File: config.mk
export PLATFORM = sky130hd
export DESIGN_NAME = fp_compare_pipe
export DESIGN_NICKNAME = d
export VERILOG_FILES = /design/src/rtl/fp_cmp_pkg.sv /design/src/rtl/fp_compare_pipe_core.sv /design/src/rtl/fp_compare_pipe.sv
export SDC_FILE = /design/constraint.sdc
export NUM_CORES = 1
export LEC_CHECK = 0
export CAP_MARGIN = 20
export CORE_AREA = 2 2 137 139
export CTS_CLUSTER_DIAMETER = 50
export DETAILED_ROUTE_END_ITERATION = 6
export DIE_AREA = 0 0 139 141
export PLACE_DENSITY = 0.75
export SLEW_MARGIN = 20
export SYNTH_ARGS = -nofsm -noshare
export SYNTH_HDL_FRONTEND = slang
export SYNTH_SLANG_ARGS = --single-unit
File: constraint.sdc
create_clock -name clk -period 5.2 [get_ports clk]
set_input_delay 0.78 -clock clk [delete_from_list [all_inputs] [get_ports clk]]
set_output_delay 0.78 -clock clk [all_outputs]
set_load 0.02 [all_outputs]
File: src/rtl/fp_cmp_pkg.sv
// Shared encodings and field-offset helpers for the FloPoCo-format comparator.
package fp_cmp_pkg;

    // Exception field encodings (top two bits of every operand)
    localparam logic [1:0] EXN_ZERO = 2'b00;
    localparam logic [1:0] EXN_NORM = 2'b01;
    localparam logic [1:0] EXN_INF  = 2'b10;
    localparam logic [1:0] EXN_NAN  = 2'b11;

    // Relation select codes; 6 and 7 are reserved and always yield flag = 0
    localparam logic [2:0] OP_EQ = 3'd0;
    localparam logic [2:0] OP_NE = 3'd1;
    localparam logic [2:0] OP_LT = 3'd2;
    localparam logic [2:0] OP_LE = 3'd3;
    localparam logic [2:0] OP_GT = 3'd4;
    localparam logic [2:0] OP_GE = 3'd5;

    // Total operand width: exn(2) + sign(1) + exponent + fraction
    function automatic int fp_width(input int we, input int wf);
        return we + wf + 3;
    endfunction

    // Low bit of the two-bit exception field
    function automatic int exn_lo(input int we, input int wf);
        return we + wf + 1;
    endfunction

    // Sign bit position
    function automatic int sign_pos(input int we, input int wf);
        return we + wf;
    endfunction

    // Most significant exponent bit; the fraction occupies [wf-1:0] below it
    function automatic int exp_hi(input int we, input int wf);
        return we + wf - 1;
    endfunction

endpackage

File: src/rtl/fp_compare_pipe_core.sv
// Combinational FloPoCo comparator: magnitude-key ordering, NaN detection,
// min/max selection. No subtractor; a single key compare drives everything.
module fp_cmp_core
    import fp_cmp_pkg::*;
#(
    parameter int WE = 11,
    parameter int WF = 20
) (
    input  logic [WE+WF+2:0] a,
    input  logic [WE+WF+2:0] b,
    output logic             lt,
    output logic             eq,
    output logic             unordered,
    output logic [WE+WF+2:0] min,
    output logic [WE+WF+2:0] max
);

    localparam int EXN_L = exn_lo(WE, WF);
    localparam int SGN   = sign_pos(WE, WF);
    localparam int EXP_H = exp_hi(WE, WF);
    localparam int KW    = 2 + WE + WF;

    // Key = {rank, exp, frac}; zero and inf drop their payload bits
    function automatic logic [KW-1:0] mag_key(input logic [1:0] exn,
                                              input logic [WE+WF-1:0] body);
        case (exn)
            EXN_ZERO: return '0;
            EXN_NORM: return {2'b01, body};
            default:  return {2'b10, {(WE + WF){1'b0}}};
        endcase
    endfunction

    logic [1:0]    exn_a, exn_b;
    logic          sgn_a, sgn_b;
    logic          nan_a, nan_b, zero_both;
    logic [KW-1:0] key_a, key_b;

    assign exn_a     = a[EXN_L+1:EXN_L];
    assign exn_b     = b[EXN_L+1:EXN_L];
    assign sgn_a     = a[SGN];
    assign sgn_b     = b[SGN];
    assign nan_a     = (exn_a == EXN_NAN);
    assign nan_b     = (exn_b == EXN_NAN);
    assign zero_both = (exn_a == EXN_ZERO) && (exn_b == EXN_ZERO);
    assign key_a     = mag_key(exn_a, a[EXP_H:0]);
    assign key_b     = mag_key(exn_b, b[EXP_H:0]);

    // Signed ordering from magnitude keys; NaN forces every relation false
    always_comb begin
        unordered = nan_a || nan_b;
        eq = !unordered && (key_a == key_b) && ((sgn_a == sgn_b) || zero_both);
        if (unordered || zero_both)
            lt = 1'b0;
        else if (sgn_a != sgn_b)
            lt = sgn_a;
        else if (!sgn_a)
            lt = (key_a < key_b);
        else
            lt = (key_a > key_b);

        // Equal operands keep A as min and B as max, bit-exact
        if (nan_a && nan_b) begin
            min = a;
            max = a;
        end else if (nan_a) begin
            min = b;
            max = b;
        end else if (nan_b) begin
            min = a;
            max = a;
        end else if (lt || eq) begin
            min = a;
            max = b;
        end else begin
            min = b;
            max = a;
        end
    end

endmodule

File: src/rtl/fp_compare_pipe.sv
// Pipelined FloPoCo comparator: stage 1 captures the compare result, stages
// 2..LAT are plain delay registers, all stages stall together on backpressure.
module fp_compare_pipe
    import fp_cmp_pkg::*;
#(
    parameter int WE   = 11,
    parameter int WF   = 20,
    parameter int LAT  = 2,
    parameter int TAGW = 8
) (
    input  logic              clk,
    input  logic              rst,
    input  logic              in_valid,
    output logic              in_ready,
    input  logic [WE+WF+2:0]  in_a,
    input  logic [WE+WF+2:0]  in_b,
    input  logic [2:0]        op,
    input  logic [TAGW-1:0]   in_tag,
    output logic              out_valid,
    input  logic              out_ready,
    output logic              flag,
    output logic              unordered,
    output logic [WE+WF+2:0]  min_out,
    output logic [WE+WF+2:0]  max_out,
    output logic [TAGW-1:0]   out_tag
);

    localparam int W = fp_width(WE, WF);

    logic         c_lt, c_eq, c_un, c_flag, en;
    logic [W-1:0] c_min, c_max;

    logic            v_q   [LAT];
    logic            f_q   [LAT];
    logic            u_q   [LAT];
    logic [W-1:0]    min_q [LAT];
    logic [W-1:0]    max_q [LAT];
    logic [TAGW-1:0] tag_q [LAT];

    fp_cmp_core #(
        .WE(WE),
        .WF(WF)
    ) u_core (
        .a        (in_a),
        .b        (in_b),
        .lt       (c_lt),
        .eq       (c_eq),
        .unordered(c_un),
        .min      (c_min),
        .max      (c_max)
    );

    // Map the selected relation onto the core's lt/eq/unordered results
    always_comb begin
        c_flag = 1'b0;
        case (op)
            OP_EQ:   c_flag = c_eq;
            OP_NE:   c_flag = !c_eq;
            OP_LT:   c_flag = c_lt;
            OP_LE:   c_flag = c_lt || c_eq;
            OP_GT:   c_flag = !(c_lt || c_eq || c_un);
            OP_GE:   c_flag = !(c_lt || c_un);
            default: c_flag = 1'b0;
        endcase
    end

    assign en       = !out_valid || out_ready;
    assign in_ready = en;

    // Stage 1 captures the compare; later stages shift; everything holds when !en
    always_ff @(posedge clk or posedge rst) begin
        if (rst) begin
            for (int unsigned i = 0; i < LAT; i++) begin
                v_q[i]   <= 1'b0;
                f_q[i]   <= 1'b0;
                u_q[i]   <= 1'b0;
                min_q[i] <= '0;
                max_q[i] <= '0;
                tag_q[i] <= '0;
            end
        end else if (en) begin
            v_q[0]   <= in_valid;
            f_q[0]   <= c_flag;
            u_q[0]   <= c_un;
            min_q[0] <= c_min;
            max_q[0] <= c_max;
            tag_q[0] <= in_tag;
            for (int unsigned i = 1; i < LAT; i++) begin
                v_q[i]   <= v_q[i-1];
                f_q[i]   <= f_q[i-1];
                u_q[i]   <= u_q[i-1];
                min_q[i] <= min_q[i-1];
                max_q[i] <= max_q[i-1];
                tag_q[i] <= tag_q[i-1];
            end
        end
    end

    assign out_valid = v_q[LAT-1];
    assign flag      = f_q[LAT-1];
    assign unordered = u_q[LAT-1];
    assign min_out   = min_q[LAT-1];
    assign max_out   = max_q[LAT-1];
    assign out_tag   = tag_q[LAT-1];

endmodule
==> metrics.cfg, run 1 <==
[critical_path]
crit_path_end_kind = flop
ff2ff_path_depth = 4
cpMaxStageDelayCell = o31ai_4
slowest_delay_ns = 0.74
critPathRequiredTime_ns = 5.46
path_delay_family = simple AND/OR/NAND/NOR gates
cp_num_buf_inv = 3
arrival_ns = 4.94
start_kind = input port
critPathMaxFanout = 16
rrSetupSlack_ns = 2.92
crit_chain = clkdlybuf4s50_1 -> nor2b_2 -> buf_4 -> nand2_1 -> ha_1 -> nand4_2 -> or4_4 -> or4_1 -> or2_0 -> o31ai_2 -> a221oi_4 -> o31ai_4 -> buf_12 -> mux2i_1 -> a21oi_1
path_class = in -> reg
rr_startpoint = out_valid
r2r_end = min_q[54]

[clocking]
holdBufCountCts = 0
post_cts_buffers = 0
clk_latency_ns = 0.43
cts_tree = done
clk_pin_slew_ns = 0.06
root_buffer = clkbuf_16
htree_levels = 4
numCtsBuffers = 17
clockBufferDepth = 2
cts_sinks = 158
cts_resized = 0

[floorplan]
dieArea_sq_um = 19600
start_util_pct = 45.58
core_area_sq_um = 18270
die_height_microns = 141
ioPinCount = 163
fp-row-count = 50
fp.dieW_microns = 139

[detailed_routing]
wl_per_cell_microns = 14.81
finalWirelength_microns = 18810
first_pass_iters = 5
vias = 6256
antenna_left = 0
routed_via_density = 4.926
drtIter0Drc = 313
drc_errors = 0

[timing]
timing.hold.ws_ns = 0.4589
relSlewSlack_pct = 35.06
skew_ns = 0.01048
rsz0062_at_grt = no
drv_slew = 0
finalSetupViolCount = 0
min_period_ns = 4.680
fin_crit_sh_pct = 90.00
setup_tns_ns = 0
final_hold_viol_count = 0
tightest_slew_ns = 0.9741
max_freq_mhz = 213.7

[synth]
netlist_area_sq_um = 8327
synth_cells = 942
yosysUniqueCellTypes = 42
ys_ff_latch = 158
synth_nets = 1058
syn_area_per_cell_sq_um = 8.839
ys_async_sr_fraction_pct = 100.0
synth-main-ff-cell = dfrtp_1
synth_edf_count = 0
ys.warnings.count = 0
seq_area_frac_synth_pct = 47.48

[global_routing]
grt_pass1_wl_microns = 31300
grt_pass1_vias = 6230
track_usage_pct = 19.78
grt-ovfl-total = 0
grt_max_degree = 108
antenna_found_initial = 0

[outcome]
status = completed

[layout]
fill_cells = 1678
ff_latch_area_sq_um = 3954
syn2layout_area_growth_pct = 23.14
multi_input_comb_area_sq_um = 3537
antenna_cells = 0
finalNetCount = 1140
drive_gt1_share_pct = 6.950

[placement]
place.gp.congestion = 0.8203
io_buffers = 162
hpwlAfterDp_microns = 13250

[power]
power_density_nw_per_um2 = 384.4
p_leak_uw = 0.004898
peakVddDrop_mv = 0.2344

[worst_hold_path]
hold_depth = 2
min_to = v_q[1]
hp-start = v_q[1]
min_path_type = reg -> reg

[run]
maxCapViolCount = 0

## cells by family (layout without fill, tap and decap cells)
family / Yosys count / count (layout) / synth area share, %
multiplexers: 65 / 65 / 7.814
XOR/XNOR: 2 / 2 / 0.2104
AND/OR/NAND/NOR: 444 / 444 / 21.95
AO/OA/AOI/OAI: 106 / 106 / 7.333
adder cells (fa/ha/maj): 33 / 33 / 4.959
flip-flops: 158 / 158 / 47.48
buffers and inverters: 134 / 228 / 10.25
## synthesized netlist by cell type (2+ instances only)
library cell / number / area share (%)
or3_1: 2 / 0.15
clkbuf_1: 40 / 1.8
ha_1: 33 / 5.0
buf_6: 8 / 1.1
nand4_1: 6 / 0.45
dfrtp_1: 158 / 47
a21oi_1: 47 / 2.8
inv_1: 7 / 0.32
nor2b_1: 3 / 0.23
and2_2: 2 / 0.18
a211oi_1: 3 / 0.27
nor2_1: 46 / 2.1
and2_1: 32 / 2.4
o31ai_1: 3 / 0.27
buf_4: 77 / 6.9
o21ai_0: 44 / 2.6
nand2_1: 339 / 15
nor3_1: 4 / 0.24
mux2i_1: 65 / 7.8
## layer usage
layer  share of wire, %  global-route usage, %  wire [microns]  vias to the layer above
li1                   -                      -               -                     3148
met1                 48                  26.93            8948                     2939
met2                 46                  31.60            8734                      138
met3                3.5                  3.736             656                       31
met4                2.5                  7.602             471                        0
met5                  0                      0               0                        -
## how the worst max path moves through the flow
stage               slack [ns]     start   endpoint  cells after the start
floorplan                 0.16       rst     f_q[1]                      1
global placement          0.05  in_a[32]  max_q[46]                     16
detailed placement        0.07  in_a[32]  max_q[37]                     16
CTS                       0.49  in_a[32]  max_q[37]                     16
global route              0.23  in_a[32]  max_q[48]                     16
finish                    0.52  in_b[32]  max_q[44]                     15
## report_power, final
group          switching, uW  total, uW  internal (uW)  leakage, uW
registers                138       1610           1480      0.00188
logic                    587       1090            503      0.00274
clock network            494       1240            744     0.000287
## layout make-up
type,count,share of cell area [%]
inverters,8,0.3661
clock buffers,22,4.625
well taps,234,2.855
clock inverters,9,1.062
flip-flops and latches,158,38.56
repair buffers,189,18.04
multi-input cells,650,34.50
## per-stage QoR
stage | std cells | power [uW] | worst slack [ns] | area, sq um | utilization, %
after CTS | 1270 | 3988 | 0.4892 | 10250 | 56.13
after detailed placement | 1239 | 2735 | 0.07267 | 9671 | 52.94
after global routing | 1270 | 4161 | 0.2285 | 10250 | 56.13
final | 1270 | 3941 | 0.5203 | 10250 | 56.13
after floorplan | 942 | 2416 | 0.1568 | 8327 | -
after global placement | 1239 | 2710 | 0.05230 | 9671 | 52.94
## sequential cells by signal, summed over array words and instances (netlist names), 8 cells and up
| signal | cells |
|---|---|
| max_q | 34 |
| tag_q | 8 |
| min_q | 34 |
| min_out | 34 |
| out_tag | 8 |
| max_out | 34 |
## layout by cell type, fill, tap and decap left out, types with 2 or more instances in the layout
| cell type | instances |
|---|---|
| a211oi_1 | 3 |
| a21oi_1 | 47 |
| and2_1 | 32 |
| and2_2 | 2 |
| buf_12 | 2 |
| buf_4 | 25 |
| bufinv_16 | 2 |
| clkbuf_1 | 2 |
| clkbuf_16 | 17 |
| clkbuf_8 | 3 |
| clkdlybuf4s50_1 | 162 |
| clkinv_2 | 3 |
| dfrtp_1 | 158 |
| ha_1 | 33 |
| inv_1 | 6 |
| inv_6 | 3 |
| mux2i_1 | 65 |
| nand2_1 | 339 |
| nand4_1 | 6 |
| nor2_1 | 46 |
| nor2b_2 | 2 |
| nor3_1 | 3 |
| o21ai_0 | 44 |
| o31ai_1 | 3 |
| or3_1 | 2 |
## worst reg2reg max path, stage by stage, from the launching register on
cell,delay (ns)
dfrtp_1,0.34
nor2b_4,0.18
buf_4,0.54
buf_4,0.77
o21ai_0,0.29
Note: power is estimated with default switching activity, not from simulation.
==> run 2, diff against run 1 <==
--- a/config.mk
+++ b/config.mk
@@ -6,11 +6,11 @@
 export NUM_CORES = 1
 export LEC_CHECK = 0
 export CAP_MARGIN = 20
-export CORE_AREA = 2 2 137 139
+export CORE_AREA = 2 2 158 160
 export CTS_CLUSTER_DIAMETER = 50
 export DETAILED_ROUTE_END_ITERATION = 6
-export DIE_AREA = 0 0 139 141
-export PLACE_DENSITY = 0.75
+export DIE_AREA = 0 0 160 162
+export HOLD_SLACK_MARGIN = 0.05
 export SLEW_MARGIN = 20
 export SYNTH_ARGS = -nofsm -noshare
 export SYNTH_HDL_FRONTEND = slang
==> constraint.sdc (replaced) <==
create_clock -name clk -period 4 [get_ports clk]
set_input_delay 0.6 -clock clk [delete_from_list [all_inputs] [get_ports clk]]
set_output_delay 0.6 -clock clk [all_outputs]
set_load 0.02 [all_outputs]
==> run 2 against run 1 <==
Effect of this change:
- final cell count up 11%
- power up 36%
- non-clock buffer count up 50
- core utilization down 11 points
- critical path depth unchanged
- global-route usage down 3.5 points
==> metrics.cfg, run 2 (same netlist as run 1, synthesis figures left out) <==
[clocking]
htree_levels = 4  ; unchanged
root_buffer = clkbuf_16  ; unchanged
clockBufferDepth = 2  ; unchanged
numCtsBuffers = 17  ; unchanged
cts_sinks = 158  ; unchanged
clk_pin_slew_ns = 0.07  ; was 0.06 ns
cts_tree = done  ; unchanged
clk_latency_ns = 0.43  ; about the same

[placement]
io_buffers = 162  ; unchanged
hpwlAfterDp_microns = 14230  ; was 13250 microns
place.gp.congestion = 0.7860  ; was 0.8203
pre_cts_slack_ns = -0.8372  ; was 0.07267 ns
placedCellCount = 1370  ; was 1239

[critical_path]
start_kind = input port  ; unchanged
cpMaxStageDelayCell = or4_4  ; was o31ai_4
rrSetupSlack_ns = 2.27  ; was 2.92 ns
r2r_end = max_out[13]  ; was min_q[54]
critPathMaxFanout = 5  ; was 16
arrival_ns = 4.21  ; was 4.94 ns
slowest_delay_ns = 0.54  ; was 0.74 ns
rr_startpoint = out_valid  ; unchanged
crit_chain = clkdlybuf4s50_1 -> nand2_1 -> ha_1 -> nand4_1 -> or4_4 -> or4_4 -> or2_1 -> o31ai_2 -> a221oi_4 -> buf_12 -> o31ai_4 -> buf_6 -> buf_6 -> mux2i_2 -> a21oi_1  ; was clkdlybuf4s50_1 -> nor2b_2 -> buf_4 -> nand2_1 -> ha_1 -> nand4_2 -> or4_4 -> or4_1 -> or2_0 -> o31ai_2 -> a221oi_4 -> o31ai_4 -> buf_12 -> mux2i_1 -> a21oi_1
path_delay_family = simple AND/OR/NAND/NOR gates  ; unchanged
cp_num_buf_inv = 4  ; was 3
ff2ff_path_depth = 5  ; was 4
crit_path_end_kind = flop  ; unchanged
critPathRequiredTime_ns = 4.29  ; was 5.46 ns
path_class = in -> reg  ; unchanged

[timing]
drv_slew = 0  ; unchanged
skew_ns = 0.009191  ; was 0.01048 ns
fin_crit_sh_pct = 98.18
timing.hold.ws_ns = 0.4578  ; was 0.4589 ns
fin_ws_ns = 0.07288  ; was 0.5203 ns
relSlewSlack_pct = 42.11  ; was 35.06%
rsz0062_at_grt = yes  ; was no
min_period_ns = 3.927
finalSetupViolCount = 0  ; unchanged
tightest_slew_ns = 0.8683  ; was 0.9741 ns
final_hold_viol_count = 0  ; unchanged
max_freq_mhz = 254.6

[worst_hold_path]
min_path_type = reg -> reg  ; unchanged
hp-start = v_q[1]  ; unchanged
min_to = out_valid  ; was v_q[1]
hold_depth = 1  ; was 2

[layout]
finalNonFillerCells = 1413  ; was 1270
drive_gt1_share_pct = 13.51  ; was 6.950%
syn2layout_area_growth_pct = 31.95  ; was 23.14%
finalNetCount = 1191  ; was 1140
mostFrequentLayoutCells = nand2_1 (338), dfrtp_1 (158), clkdlybuf4s50_1 (152)  ; was nand2_1 (339), clkdlybuf4s50_1 (162), dfrtp_1 (158)
fill_cells = 2349  ; was 1678
layout_commonest_cell = nand2_1  ; unchanged

[detailed_routing]
first_pass_iters = 4  ; was 5
drtIter0Drc = 269  ; was 313
wl_per_cell_microns = 14.27  ; was 14.81 microns
vias = 6322  ; was 6256
routed_via_density = 4.474  ; was 4.926
drc_errors = 0  ; unchanged
finalWirelength_microns = 20170  ; was 18810 microns
antenna_left = 0  ; unchanged

[global_routing]
grt_pass1_wl_microns = 33350  ; was 31300 microns
grt-ovfl-total = 0  ; unchanged
antenna_found_initial = 1  ; was 0
grt_max_degree = 159  ; was 108
track_usage_pct = 16.27  ; was 19.78%
grt_pass1_vias = 6427  ; was 6230

[floorplan]
core_area_sq_um = 24110  ; was 18270 sq um
start_util_pct = 34.54  ; was 45.58%
fp.dieW_microns = 160  ; was 139 microns
fp-row-count = 57  ; was 50
die_height_microns = 162  ; was 141 microns
dieArea_sq_um = 25920  ; was 19600 sq um
ioPinCount = 163  ; unchanged

[power]
peakVddDrop_mv = 0.2076  ; was 0.2344 mV
p_leak_uw = 0.005243  ; was 0.004898 uW
power_density_nw_per_um2 = 487.4  ; was 384.4 nW/um^2

[outcome]
status = completed  ; unchanged

[run]
maxCapViolCount = 0  ; unchanged

run 2: changes by cell type in the layout (fill, tap and decap cells not counted), moves of 3 or more:
cell / before / now
buf_12: 2 / 5
buf_4: 25 / 66
buf_6: 0 / 4
clkbuf_2: 0 / 4
clkbuf_8: 3 / 0
clkdlybuf4s50_1: 162 / 152
dlymetal6s2s_1: 0 / 6
inv_8: 0 / 4
mux2i_1: 65 / 54
mux2i_2: 0 / 8
mux2i_4: 0 / 3
nor2b_4: 1 / 4
run 2: layout make-up:
cell class	count	area [sq um]	area share, %
Sequential cell	158	3954	35.99
Multi-Input combinational cell	651	3667	33.38
Timing Repair Buffer	239	2300	20.93
Clock buffer	17	425.4	3.872
Tap cell	324	405.4	3.690
Clock inverter	15	196.4	1.788
Inverter	8	36.28	0.3303
Antenna cell	1	2.502	0.02278
run 2: worst max-delay path by stage:
stage / cells past startpoint / slack (ns) / endpoint / startpoint
2_1_floorplan: 14 / 0.01 / max_q[41] / in_a[32]
3_3_place_gp: 18 / -0.83 / max_q[55] / in_a[32]
3_5_place_dp: 18 / -0.84 / max_q[59] / in_a[32]
4_1_cts: 17 / 0.0005 / max_q[58] / in_a[32]
5_1_grt: 15 / -0.02 / max_q[59] / in_b[24]
6_report: 15 / 0.07 / max_q[59] / in_b[27]
run 2: worst register-to-register path: stages (launching register included):
cell,delay (ns)
dfrtp_1,0.38
nor2b_4,0.14
inv_4,0.24
buf_4,0.62
nand2_1,0.20
nand2_1,0.10
run 2: routing by layer:
metal / GRT usage, % / wire, microns
met5: 0 / 0
met4: 6.347 / 401
met2: 26.41 / 9576
met3: 2.630 / 595
met1: 21.94 / 9594
run 2: report_power, final:
part,total (uW),switching (uW),internal (uW)
Clock,1750,742,1010
Combinational,1520,793,725
Sequential,2090,172,1920
Total,5360,1710,3650
run 2: through the flow:
stage               utilization, %  total power [uW]   TNS, ns  area [sq um]
global placement             42.03              3582    -48.51         10130
global route                 45.58              5662  -0.05309         10990
floorplan                        -              3143         0          8342
CTS                          45.05              5404         0         10860
finish                       45.58              5355         0         10990
detailed placement           42.03              3603    -51.13         10130
run 2: timing repair:
| item | CTS | global route |
|---|---|---|
| buffers inserted | 3 | 4 |
| endpoints found under the setup margin | 69 | 57 |
| hold buffers | 0 | 0 |
| pin swaps | 5 | 9 |
| gates resized for setup | 17 | 35 |
| cloned | 3 | 0 |
==> run 3, diff against run 2 <==
--- a/config.mk
+++ b/config.mk
@@ -10,6 +10,7 @@
 export CTS_CLUSTER_DIAMETER = 50
 export DETAILED_ROUTE_END_ITERATION = 6
 export DIE_AREA = 0 0 160 162
+export GPL_ROUTABILITY_DRIVEN = 1
 export HOLD_SLACK_MARGIN = 0.05
 export SLEW_MARGIN = 20
 export SYNTH_ARGS = -nofsm -noshare
==> results of run 3 <==
The final DEF is identical to that of run 2; final timing and power are the same.
